`config.mk`:
```
export PLATFORM = sky130hd
export DESIGN_NAME = sd_card_cmd_responder
export DESIGN_NICKNAME = d
export VERILOG_FILES = /design/src/rtl/sd_card_cmd_responder_pkg.sv /design/src/rtl/sd_crc7.sv /design/src/rtl/sd_card_cmd_responder.sv
export SDC_FILE = /design/constraint.sdc
export NUM_CORES = 1
export LEC_CHECK = 0
export CAP_MARGIN = 25
export CORE_MARGIN = 2
export CORE_UTILIZATION = 60
export DETAILED_ROUTE_END_ITERATION = 7
export PLACE_DENSITY = 0.85
export SYNTH_ARGS = -nofsm -noshare
export SYNTH_HDL_FRONTEND = slang
export SYNTH_HIERARCHICAL = 1
export SYNTH_SLANG_ARGS = --single-unit
```
`constraint.sdc`:
```
create_clock -name CLK -period 3.35 [get_ports CLK]
set_input_delay 0.67 -clock CLK [delete_from_list [all_inputs] [get_ports CLK]]
set_output_delay 0.67 -clock CLK [all_outputs]
set_load 0.1 [all_outputs]
```
`src/rtl/sd_card_cmd_responder_pkg.sv`:
```
// Shared constants, state encoding and CRC7 step for the SD card-side CMD responder.
package sd_card_cmd_responder_pkg;

  localparam int unsigned TOKEN_LEN = 48;
  localparam int unsigned CRC_SPAN  = 40;
  localparam int unsigned NCR_MIN   = 2;
  localparam int unsigned NCR_MAX   = 64;
  localparam logic [6:0]  CRC7_POLY = 7'h09;

  typedef enum logic [2:0] {
    ST_IDLE,
    ST_RX,
    ST_CHECK,
    ST_WAIT_RESP,
    ST_GAP,
    ST_TX
  } state_e;

  typedef struct packed {
    logic [5:0]  index;
    logic [31:0] arg;
  } cmd_fields_t;

  // One serial step of CRC7 (x^7 + x^3 + 1), MSB-first.
  function automatic logic [6:0] crc7_next(input logic [6:0] crc, input logic bit_in);
    logic fb;
    fb = bit_in ^ crc[6];
    return {crc[5:0], 1'b0} ^ (fb ? CRC7_POLY : 7'h00);
  endfunction

endpackage

```
`src/rtl/sd_crc7.sv`:
```
// Serial CRC7 accumulator; clear together with enable seeds it with the first bit.
module sd_crc7
  import sd_card_cmd_responder_pkg::*;
(
  input  logic       clk,
  input  logic       rst_n,
  input  logic       clr,
  input  logic       en,
  input  logic       bit_in,
  output logic [6:0] crc
);

  always_ff @(posedge clk) begin
    if (!rst_n) begin
      crc <= '0;
    end else if (clr) begin
      crc <= en ? crc7_next(7'h00, bit_in) : 7'h00;
    end else if (en) begin
      crc <= crc7_next(crc, bit_in);
    end
  end

endmodule

```
`src/rtl/sd_card_cmd_responder.sv`:
```
// Card-side SD CMD endpoint: receives 48-bit commands, checks framing/CRC7,
// and serializes a core-supplied 48-bit response after the Ncr gap.
module sd_card_cmd_responder
  import sd_card_cmd_responder_pkg::*;
#(
  parameter int unsigned NCR = 2
) (
  input  logic        CLK,
  input  logic        RESET,
  input  logic        cmd_in,
  output logic        cmd_out,
  output logic        cmd_oe,
  output logic        cmd_valid,
  output logic [5:0]  cmd_index,
  output logic [31:0] cmd_arg,
  output logic        crc_err,
  output logic        frm_err,
  input  logic        resp_valid,
  input  logic        resp_skip,
  input  logic [5:0]  resp_index,
  input  logic [31:0] resp_arg,
  output logic        resp_ready,
  output logic        busy
);

  localparam int unsigned NCR_EFF = (NCR < NCR_MIN) ? NCR_MIN :
                                    ((NCR > NCR_MAX) ? NCR_MAX : NCR);
  localparam int unsigned CNT_W   = 6;
  localparam int unsigned GAP_W   = 7;
  localparam int unsigned SR_W    = TOKEN_LEN - 2;
  localparam int unsigned TXD_W   = CRC_SPAN;

  localparam logic [CNT_W-1:0] RX_LAST     = CNT_W'(TOKEN_LEN - 1);
  localparam logic [CNT_W-1:0] CRC_LAST    = CNT_W'(CRC_SPAN - 1);
  localparam logic [CNT_W-1:0] TX_CRC_FST  = CNT_W'(CRC_SPAN);
  localparam logic [CNT_W-1:0] TX_CRC_LST  = CNT_W'(TOKEN_LEN - 2);
  localparam logic [CNT_W-1:0] TX_END      = CNT_W'(TOKEN_LEN - 1);
  localparam logic [GAP_W-1:0] GAP_LOAD    = GAP_W'(NCR_EFF);

  state_e            state, state_d;
  logic [CNT_W-1:0]  bit_cnt, bit_cnt_d;
  logic [SR_W-1:0]   rx_sr, rx_sr_d;
  logic [TXD_W-1:0]  tx_data, tx_data_d;
  logic [GAP_W-1:0]  gap_cnt, gap_cnt_d;
  logic              cmd_out_d, cmd_oe_d, cmd_valid_d, crc_err_d, frm_err_d;
  logic              resp_ready_d, busy_d;
  logic [5:0]        cmd_index_d;
  logic [31:0]       cmd_arg_d;

  logic              rx_crc_clr, rx_crc_en;
  logic              tx_crc_clr, tx_crc_en;
  logic [6:0]        rx_crc, tx_crc;
  logic [2:0]        crc_idx;
  cmd_fields_t       resp_f;

  assign resp_f  = '{index: resp_index, arg: resp_arg};
  assign crc_idx = 3'(TX_CRC_LST - bit_cnt);

  sd_crc7 u_rx_crc (
    .clk    (CLK),
    .rst_n  (RESET),
    .clr    (rx_crc_clr),
    .en     (rx_crc_en),
    .bit_in (cmd_in),
    .crc    (rx_crc)
  );

  sd_crc7 u_tx_crc (
    .clk    (CLK),
    .rst_n  (RESET),
    .clr    (tx_crc_clr),
    .en     (tx_crc_en),
    .bit_in (tx_data[TXD_W-1]),
    .crc    (tx_crc)
  );

  // State and registered outputs.
  always_ff @(posedge CLK) begin
    if (!RESET) begin
      state      <= ST_IDLE;
      bit_cnt    <= '0;
      rx_sr      <= '0;
      tx_data    <= '0;
      gap_cnt    <= '0;
      cmd_out    <= 1'b1;
      cmd_oe     <= 1'b0;
      cmd_valid  <= 1'b0;
      cmd_index  <= '0;
      cmd_arg    <= '0;
      crc_err    <= 1'b0;
      frm_err    <= 1'b0;
      resp_ready <= 1'b0;
      busy       <= 1'b0;
    end else begin
      state      <= state_d;
      bit_cnt    <= bit_cnt_d;
      rx_sr      <= rx_sr_d;
      tx_data    <= tx_data_d;
      gap_cnt    <= gap_cnt_d;
      cmd_out    <= cmd_out_d;
      cmd_oe     <= cmd_oe_d;
      cmd_valid  <= cmd_valid_d;
      cmd_index  <= cmd_index_d;
      cmd_arg    <= cmd_arg_d;
      crc_err    <= crc_err_d;
      frm_err    <= frm_err_d;
      resp_ready <= resp_ready_d;
      busy       <= busy_d;
    end
  end

  // Next-state and next-output logic.
  always_comb begin
    state_d     = state;
    bit_cnt_d   = bit_cnt;
    rx_sr_d     = rx_sr;
    tx_data_d   = tx_data;
    gap_cnt_d   = gap_cnt;
    cmd_out_d   = 1'b1;
    cmd_oe_d    = 1'b0;
    cmd_valid_d = 1'b0;
    crc_err_d   = 1'b0;
    frm_err_d   = 1'b0;
    cmd_index_d = cmd_index;
    cmd_arg_d   = cmd_arg;
    rx_crc_clr  = 1'b0;
    rx_crc_en   = 1'b0;
    tx_crc_clr  = 1'b0;
    tx_crc_en   = 1'b0;

    case (state)
      ST_IDLE: begin
        if (!cmd_in) begin
          state_d    = ST_RX;
          bit_cnt_d  = CNT_W'(1);
          rx_crc_clr = 1'b1;
          rx_crc_en  = 1'b1;
        end
      end

      ST_RX: begin
        rx_sr_d   = {rx_sr[SR_W-2:0], cmd_in};
        rx_crc_en = (bit_cnt <= CRC_LAST);
        // Verdict is taken as the end bit arrives so flags show in the CHECK cycle.
        if (bit_cnt == RX_LAST) begin
          state_d = ST_CHECK;
          if (!(rx_sr[SR_W-1] && cmd_in)) begin
            frm_err_d = 1'b1;
          end else if (rx_sr[6:0] != rx_crc) begin
            crc_err_d = 1'b1;
          end else begin
            cmd_valid_d = 1'b1;
            cmd_index_d = rx_sr[44:39];
            cmd_arg_d   = rx_sr[38:7];
          end
        end else begin
          bit_cnt_d = bit_cnt + CNT_W'(1);
        end
      end

      ST_CHECK: begin
        state_d = cmd_valid ? ST_WAIT_RESP : ST_IDLE;
      end

      ST_WAIT_RESP: begin
        if (resp_skip) begin
          state_d = ST_IDLE;
        end else if (resp_valid) begin
          state_d   = ST_GAP;
          tx_data_d = {2'b00, resp_f};
          gap_cnt_d = GAP_LOAD;
        end
      end

      ST_GAP: begin
        if (gap_cnt == '0) begin
          state_d    = ST_TX;
          cmd_oe_d   = 1'b1;
          cmd_out_d  = tx_data[TXD_W-1];
          tx_data_d  = {tx_data[TXD_W-2:0], 1'b0};
          tx_crc_clr = 1'b1;
          tx_crc_en  = 1'b1;
          bit_cnt_d  = CNT_W'(1);
        end else begin
          gap_cnt_d = gap_cnt - GAP_W'(1);
        end
      end

      ST_TX: begin
        bit_cnt_d = bit_cnt + CNT_W'(1);
        cmd_oe_d  = 1'b1;
        if (bit_cnt < TX_CRC_FST) begin
          cmd_out_d = tx_data[TXD_W-1];
          tx_data_d = {tx_data[TXD_W-2:0], 1'b0};
          tx_crc_en = 1'b1;
        end else if (bit_cnt < TX_END) begin
          cmd_out_d = tx_crc[crc_idx];
        end else if (bit_cnt == TX_END) begin
          cmd_out_d = 1'b1;
        end else begin
          state_d   = ST_IDLE;
          cmd_oe_d  = 1'b0;
          bit_cnt_d = '0;
        end
      end

      default: state_d = ST_IDLE;
    endcase

    resp_ready_d = (state_d == ST_WAIT_RESP);
    busy_d       = (state_d != ST_IDLE);
  end

endmodule

```
### Yosys cells after proc, flatten, opt, wreduce, memory -nomap -nowiden

Index checks and enable logic that the tools add are counted.

* logic and storage cells: 114
* output and inout bits: 45
* register bits after elaboration: 161
* input port bits: 43

* muxes and demuxes: 56
* bitwise gates (word level): 5
* add/subtract/negate cells: 3
* magnitude comparators: 4
* reduce and logical (&&, ||, !) cells: 15
* eq/ne operators: 15

Operator list (count)
* $mux W40: 4
* $pmux W40 S3: 1
* $mux W7: 9
* $mux W6: 6
* $mux W3: 8
* $pmux W6 S4: 1
* $pmux W3 S6: 1
* $mux W4: 4
* $reduce_and A4 Y1: 4
* $mux W1: 15
* $ne A2 B2 Y1 const B: 7
* $pmux W7 S2: 1
* $xor A7 B7 Y7: 2
* $lt A6 B6 Y1 const B: 2
* $eq A3 B2 Y1 const B: 3
* $pmux W1 S2: 4
* $logic_not A7 Y1: 1
* $ne A7 B7 Y1: 1
* $sub A7 B1 Y7 const B: 1
* $add A6 B1 Y6 const B: 1
* $eq A3 B3 Y1 const B: 2
* $eq A6 B6 Y1 const B: 1
* $le A6 B6 Y1 const B: 1
* $reduce_bool A2 Y1: 3
* 13 further kinds: 15

### Depth between registers and ports, before layout

* word-level depth: 6
* mapped depth: 12
* mapped depth without buffers: 9

### By module

Netlist, hierarchy kept.

Modules (own cells, without submodules)
* sd_card_cmd_responder: area each 6409.9 µm², instances 1, seq. area each 2942.8 µm², cells an instance 776
* sd_crc7: area each 324.1 µm², instances 2, seq. area each 140.1 µm², cells an instance 34

### Least setup slack after synthesis

No wires, ideal clock.

* kind: input to register
* start: input cmd_in
* end: register u_rx_crc.crc[3]
* buffers on the path: 1
* slack: 1158 ps
* data arrival time: 2029 ps
* stages: 6
* library setup time: 164 ps
* required time: 3186 ps
* cells stage by stage: nor4_1 > a21o_1 > buf_6 > inv_1 > a2111oi_0 > a2111oi_1

* elaborated cells between the ends (all ways): 11
* classes of those cells: 8 x mux; 2 x bitwise; 1 x reduce/logical

RTL lines
* start: declaration: line sd_card_cmd_responder.sv:10 `input logic cmd_in,`
* $mux W1 *: line sd_card_cmd_responder.sv:133 `if (!cmd_in) begin`
* $pmux W1 S2 *: line sd_card_cmd_responder.sv:131 `case (state)`
* net rx_crc_en: line sd_card_cmd_responder.sv:50 `logic rx_crc_clr, rx_crc_en;`
* $mux W7: line sd_crc7.sv:17 `crc <= en ? crc7_next(7'h00, bit_in) : 7'h00;`
* $mux W7: line sd_crc7.sv:16 `end else if (clr) begin`
* end signal: assignment: line sd_crc7.sv:17
* end signal: assignment: line sd_crc7.sv:19 `crc <= crc7_next(crc, bit_in);`
* end: declaration: line sd_crc7.sv:10 `output logic [6:0] crc`

The timed path passes the listed nets; every way through them passes the cells marked *. The select of a mux whose other input is x is not followed.
A chain may end at the register's enable or synchronous reset.

### Worst setup path in the final report

* start: register cmd_arg[6]
* end: output cmd_arg[6]

RTL lines
* start: declaration: line sd_card_cmd_responder.sv:15 `output logic [31:0] cmd_arg,`
* start signal: assignment: line sd_card_cmd_responder.sv:104 `cmd_arg <= cmd_arg_d;`

No word-level cell between the ends.

==> results.txt <==
The flow ran to the end, and the final reports show no timing, DRC or antenna violations. The number of nets in the layout is ~930. Yosys printed 6 warnings. The cell count along the critical path is 1. Of all cell types, the one taking the most synthesized area is dfxtp_1. The transition time at the pin with the least slew margin is 0.971 ns.

The post-route antenna net violation count is 0. The mapped cell area came out at a little over 7000 um2. Across the VDD grid, the largest voltage drop is approximately 0.32 mV.

The share of power burned in the clock network is roughly half. The die footprint came out at between 10000 and 15000 um2. Of all flip-flops after synthesis, the portion carrying an async set or reset was 0%. In the synthesized netlist, the cells that appear most often are nand2_1, dfxtp_1, a21oi_1.

Data on the critical path arrives at its endpoint at approximately 1.9 ns. In this run, post-CTS hold repair placed 0 buffers. Entering global routing, the biggest net connects between 80 and 90 pins. The number of antenna repair diodes is 0. The internal power of the cells totals ~3.3 mW. The clock reaches the later pin of the worst-skew pair after 0.42 ns. 88 I/O pins were placed. The fill cell total of the finished layout came out at 840. The flip-flop and latch count after synthesis came out at between 150 and 200. The count of distinct cell types in the synthesized netlist came out at between 50 and 60. The total routing usage reported by global routing is ~28%. The fraction of the yosys area taken by sequential cells is a little under half. The signal on the critical path passes through clkdlybuf4s50_1.

Max-cap violations in this run came to 0. The worst setup path is launched from a flop. Cells with a size suffix above 1 make up between 10% and 20% of the layout.

In this run the clock root is driven by a clkbuf_16. The analysis attributes to net switching a power of 952 uW. The number of buffers on the longest clock path is 2. The first-pass iteration count of the detailed router is 7. The worst-case reg-to-reg path depth is 5. Among cell families on the critical path, the largest total delay comes from buffers and inverters. Summed over all layers, the global routing overflow is 0. The number of global-route vias before repair is 6206.

The number of pins exceeding their max-slew limit in the final report is 0. The region available for standard cell placement spans approximately 11000 um2. The die height came out at between 100 and 150 um. The cell depth of the worst hold path came out at 2. The highest clock rate is roughly 390 MHz. TritonCTS built the clock tree. The worst pin sits at a relative slew slack of 35.1%. The total wire length after detailed routing came out at around 17 mm. Sequential cells account for between 40 and 50% of the total power.

The post-detailed-route wirelength per cell came out at 16.7 um. The mean instance size in the synthesized netlist is approximately 8.4 um2. The total DRC errors in the routed layout is 0. Yosys attributes the largest share of cell area to dfxtp_1, nand2_1, a21oi_1, a311oi_1, o31ai_1. The minimum period implied by the final worst setup slack came out at 2.58 ns. At the end of routability-driven placement, the weighted congestion stood at 0.906.

The first global-routing pass estimated roughly 29 mm of wire. The final critical-path share of the clock period is between 70 and 80%. The count of input and output buffers is 87. The initial antenna violation count came to 0. The worst setup path is of the reg2out kind. Once the floorplan was initialized, standard cells occupied 61.5% of the core. The number of cells after detailed placement is about 1k. Clock-pin slew was measured on the worst setup and hold paths at 0.06 ns. The post-CTS setup repair buffer count is 0.

After detailed routing, the number of vias per cell comes to ~6.3. The final core area utilization is around three quarters. The main flop type after synthesis is dfxtp_1. The area share of the leading cell type in the synthesized netlist is 45.7%. The net count after synthesis is roughly 900. The final setup violation count came out at 0. The clock drives about 160 sinks. The slowest stage of the critical path is the clkdlybuf4s50_1 cell. The part of the power in combinational logic came out at about 6.7%. The post-layout instance area is between 8000 and 9000 um2. The reported leakage power is slightly below 3 nW. The most common cell in the synthesized netlist is nand2_1. The type of element capturing the critical path is an output pin.

The final cell count without fillers is roughly 1.0k. The number of enable-type register cells in the synthesized netlist is 0. The number of buffers created by CTS is 17.

In this run the worst hold path is classified as reg2reg. The count of vias placed by the detailed router came out at between 6k and 7k. Once the clock tree was built, the resizer swapped 0 gates to a different size. The overall die width came out at between 100 and 150 um. The endpoint required time on the critical path came out at approximately 2.7 ns.

The HPWL after detailed placement is ~11 mm. The first routing iteration left 600 violations. The buffering stage count on the worst path with inverters included came out at 1. The count of endpoints failing hold in the final timing report came out at 0.

The post-placement cell area is a little under 8000 um2. Setup repair after global routing left no endpoint under its margin. The relative area change from synthesis to final layout came out at 20.1%. The total power per unit cell area is between 500 and 600 nW/um2. The total power consumption of the routed design is roughly 4.3 mW. The count of H-tree levels built during CTS came out at 4. Net switching is 22.1% of the power.

The final worst clock skew is 0.0102 ns. The largest single stage delay on the critical path is ~1.1 ns. Setup total negative slack on the finished layout was measured at 0 ns. The synthesized instance count came out at between 800 and 900.

The row count is 39. The highest fanout seen on the critical path is 2.
## through the flow
| stage | hold WS, ns | setup slack, ns |
|---|---|---|
| 2_1_floorplan | 0.432 | 1.16 |
| 3_3_place_gp | 0.451 | 0.670 |
| 3_5_place_dp | 0.459 | 0.531 |
| 4_1_cts | 0.468 | 0.738 |
| 5_1_grt | 0.484 | 0.573 |
| 6_report | 0.467 | 0.766 |
## sequential cells by signal, summed over array words and instances (netlist names)
register	cells
bit_cnt	6
cmd_valid	1
state	3
tx_data	40
u_rx_crc/crc	7
crc_err	1
cmd_out	1
busy	1
u_tx_crc/crc	7
cmd_oe	1
cmd_index	6
resp_ready	1
rx_sr	46
cmd_arg	32
frm_err	1
gap_cnt	7
## layer usage
layer  track usage, %  vias up  wire, um
met1             34.8     3087      7280
met2             46.2      277      8540
met4             13.2        0       577
met5                0        -         0
li1                 -     3150         -
met3             4.97       54       944
## cell type report
type / instances / area (um2) / area share (%)
multi-input cells: 586 / 3430 / 40.5
flip-flops and latches: 161 / 3220 / 38.0
repair buffers: 105 / 948 / 11.2
clock buffers: 20 / 447 / 5.27
clock inverters: 11 / 186 / 2.20
well taps: 143 / 179 / 2.11
inverters: 15 / 57.6 / 0.679
## layout by cell type, fill, tap and decap left out, types with 8 or more instances in the layout
| cell type | Yosys | routed |
|---|---|---|
| a211oi_1 | 39 | 39 |
| a21oi_1 | 107 | 107 |
| a311oi_1 | 40 | 40 |
| buf_4 | 2 | 49 |
| clkbuf_16 | 0 | 17 |
| clkdlybuf4s50_1 | 0 | 54 |
| dfxtp_1 | 161 | 161 |
| inv_1 | 13 | 12 |
| mux2i_1 | 11 | 11 |
| nand2_1 | 179 | 179 |
| nand2b_1 | 9 | 9 |
| nand3_1 | 8 | 8 |
| nand4_1 | 42 | 42 |
| nor2_1 | 21 | 20 |
| o31ai_1 | 40 | 40 |
| xnor2_1 | 9 | 9 |
## power groups by stage
stage          logic, mW  registers (mW)  clock network (mW)
2_1_floorplan      0.177            1.98                   0
3_3_place_gp       0.275            1.98                   0
3_5_place_dp       0.282            1.98                   0
4_1_cts            0.283            1.94                2.09
5_1_grt            0.312            1.94                2.18
6_report           0.288            1.94                2.08
## worst reg2reg max path, stage by stage, from the launching register on
cell,delay [ns]
dfxtp_1,0.73
nor3b_4,0.55
a21o_1,0.45
nand2_1,0.15
and3_1,0.17
a2111oi_1,0.31
## path summary, 6_finish.rpt
check	startpoint	endpoint	slack [ns]
worst min register to register	cmd_index[1]$_SDFFE_PN0P_	cmd_index[1]$_SDFFE_PN0P_	0.47
worst max register to register	state[0]$_SDFF_PN0_	u_rx_crc/crc[3]$_SDFFE_PN0P_	0.86
worst max-delay path	cmd_arg[6]$_SDFFE_PN0P_	cmd_arg[6]	0.77
worst min-delay path	cmd_index[1]$_SDFFE_PN0P_	cmd_index[1]$_SDFFE_PN0P_	0.47
## cells by family (layout without fill, tap and decap cells)
logic type	count (synthesis)	after routing	share of synthesized area, %
simple gates	301	301	20.2
compound gates	257	257	24.3
flops	161	161	45.7
buf+inv	97	151	5.83
mux	13	13	2.04
xor+xnor	12	12	1.49
fa+ha+maj	3	3	0.532
No activity file was read; power rests on OpenSTA's default activity.
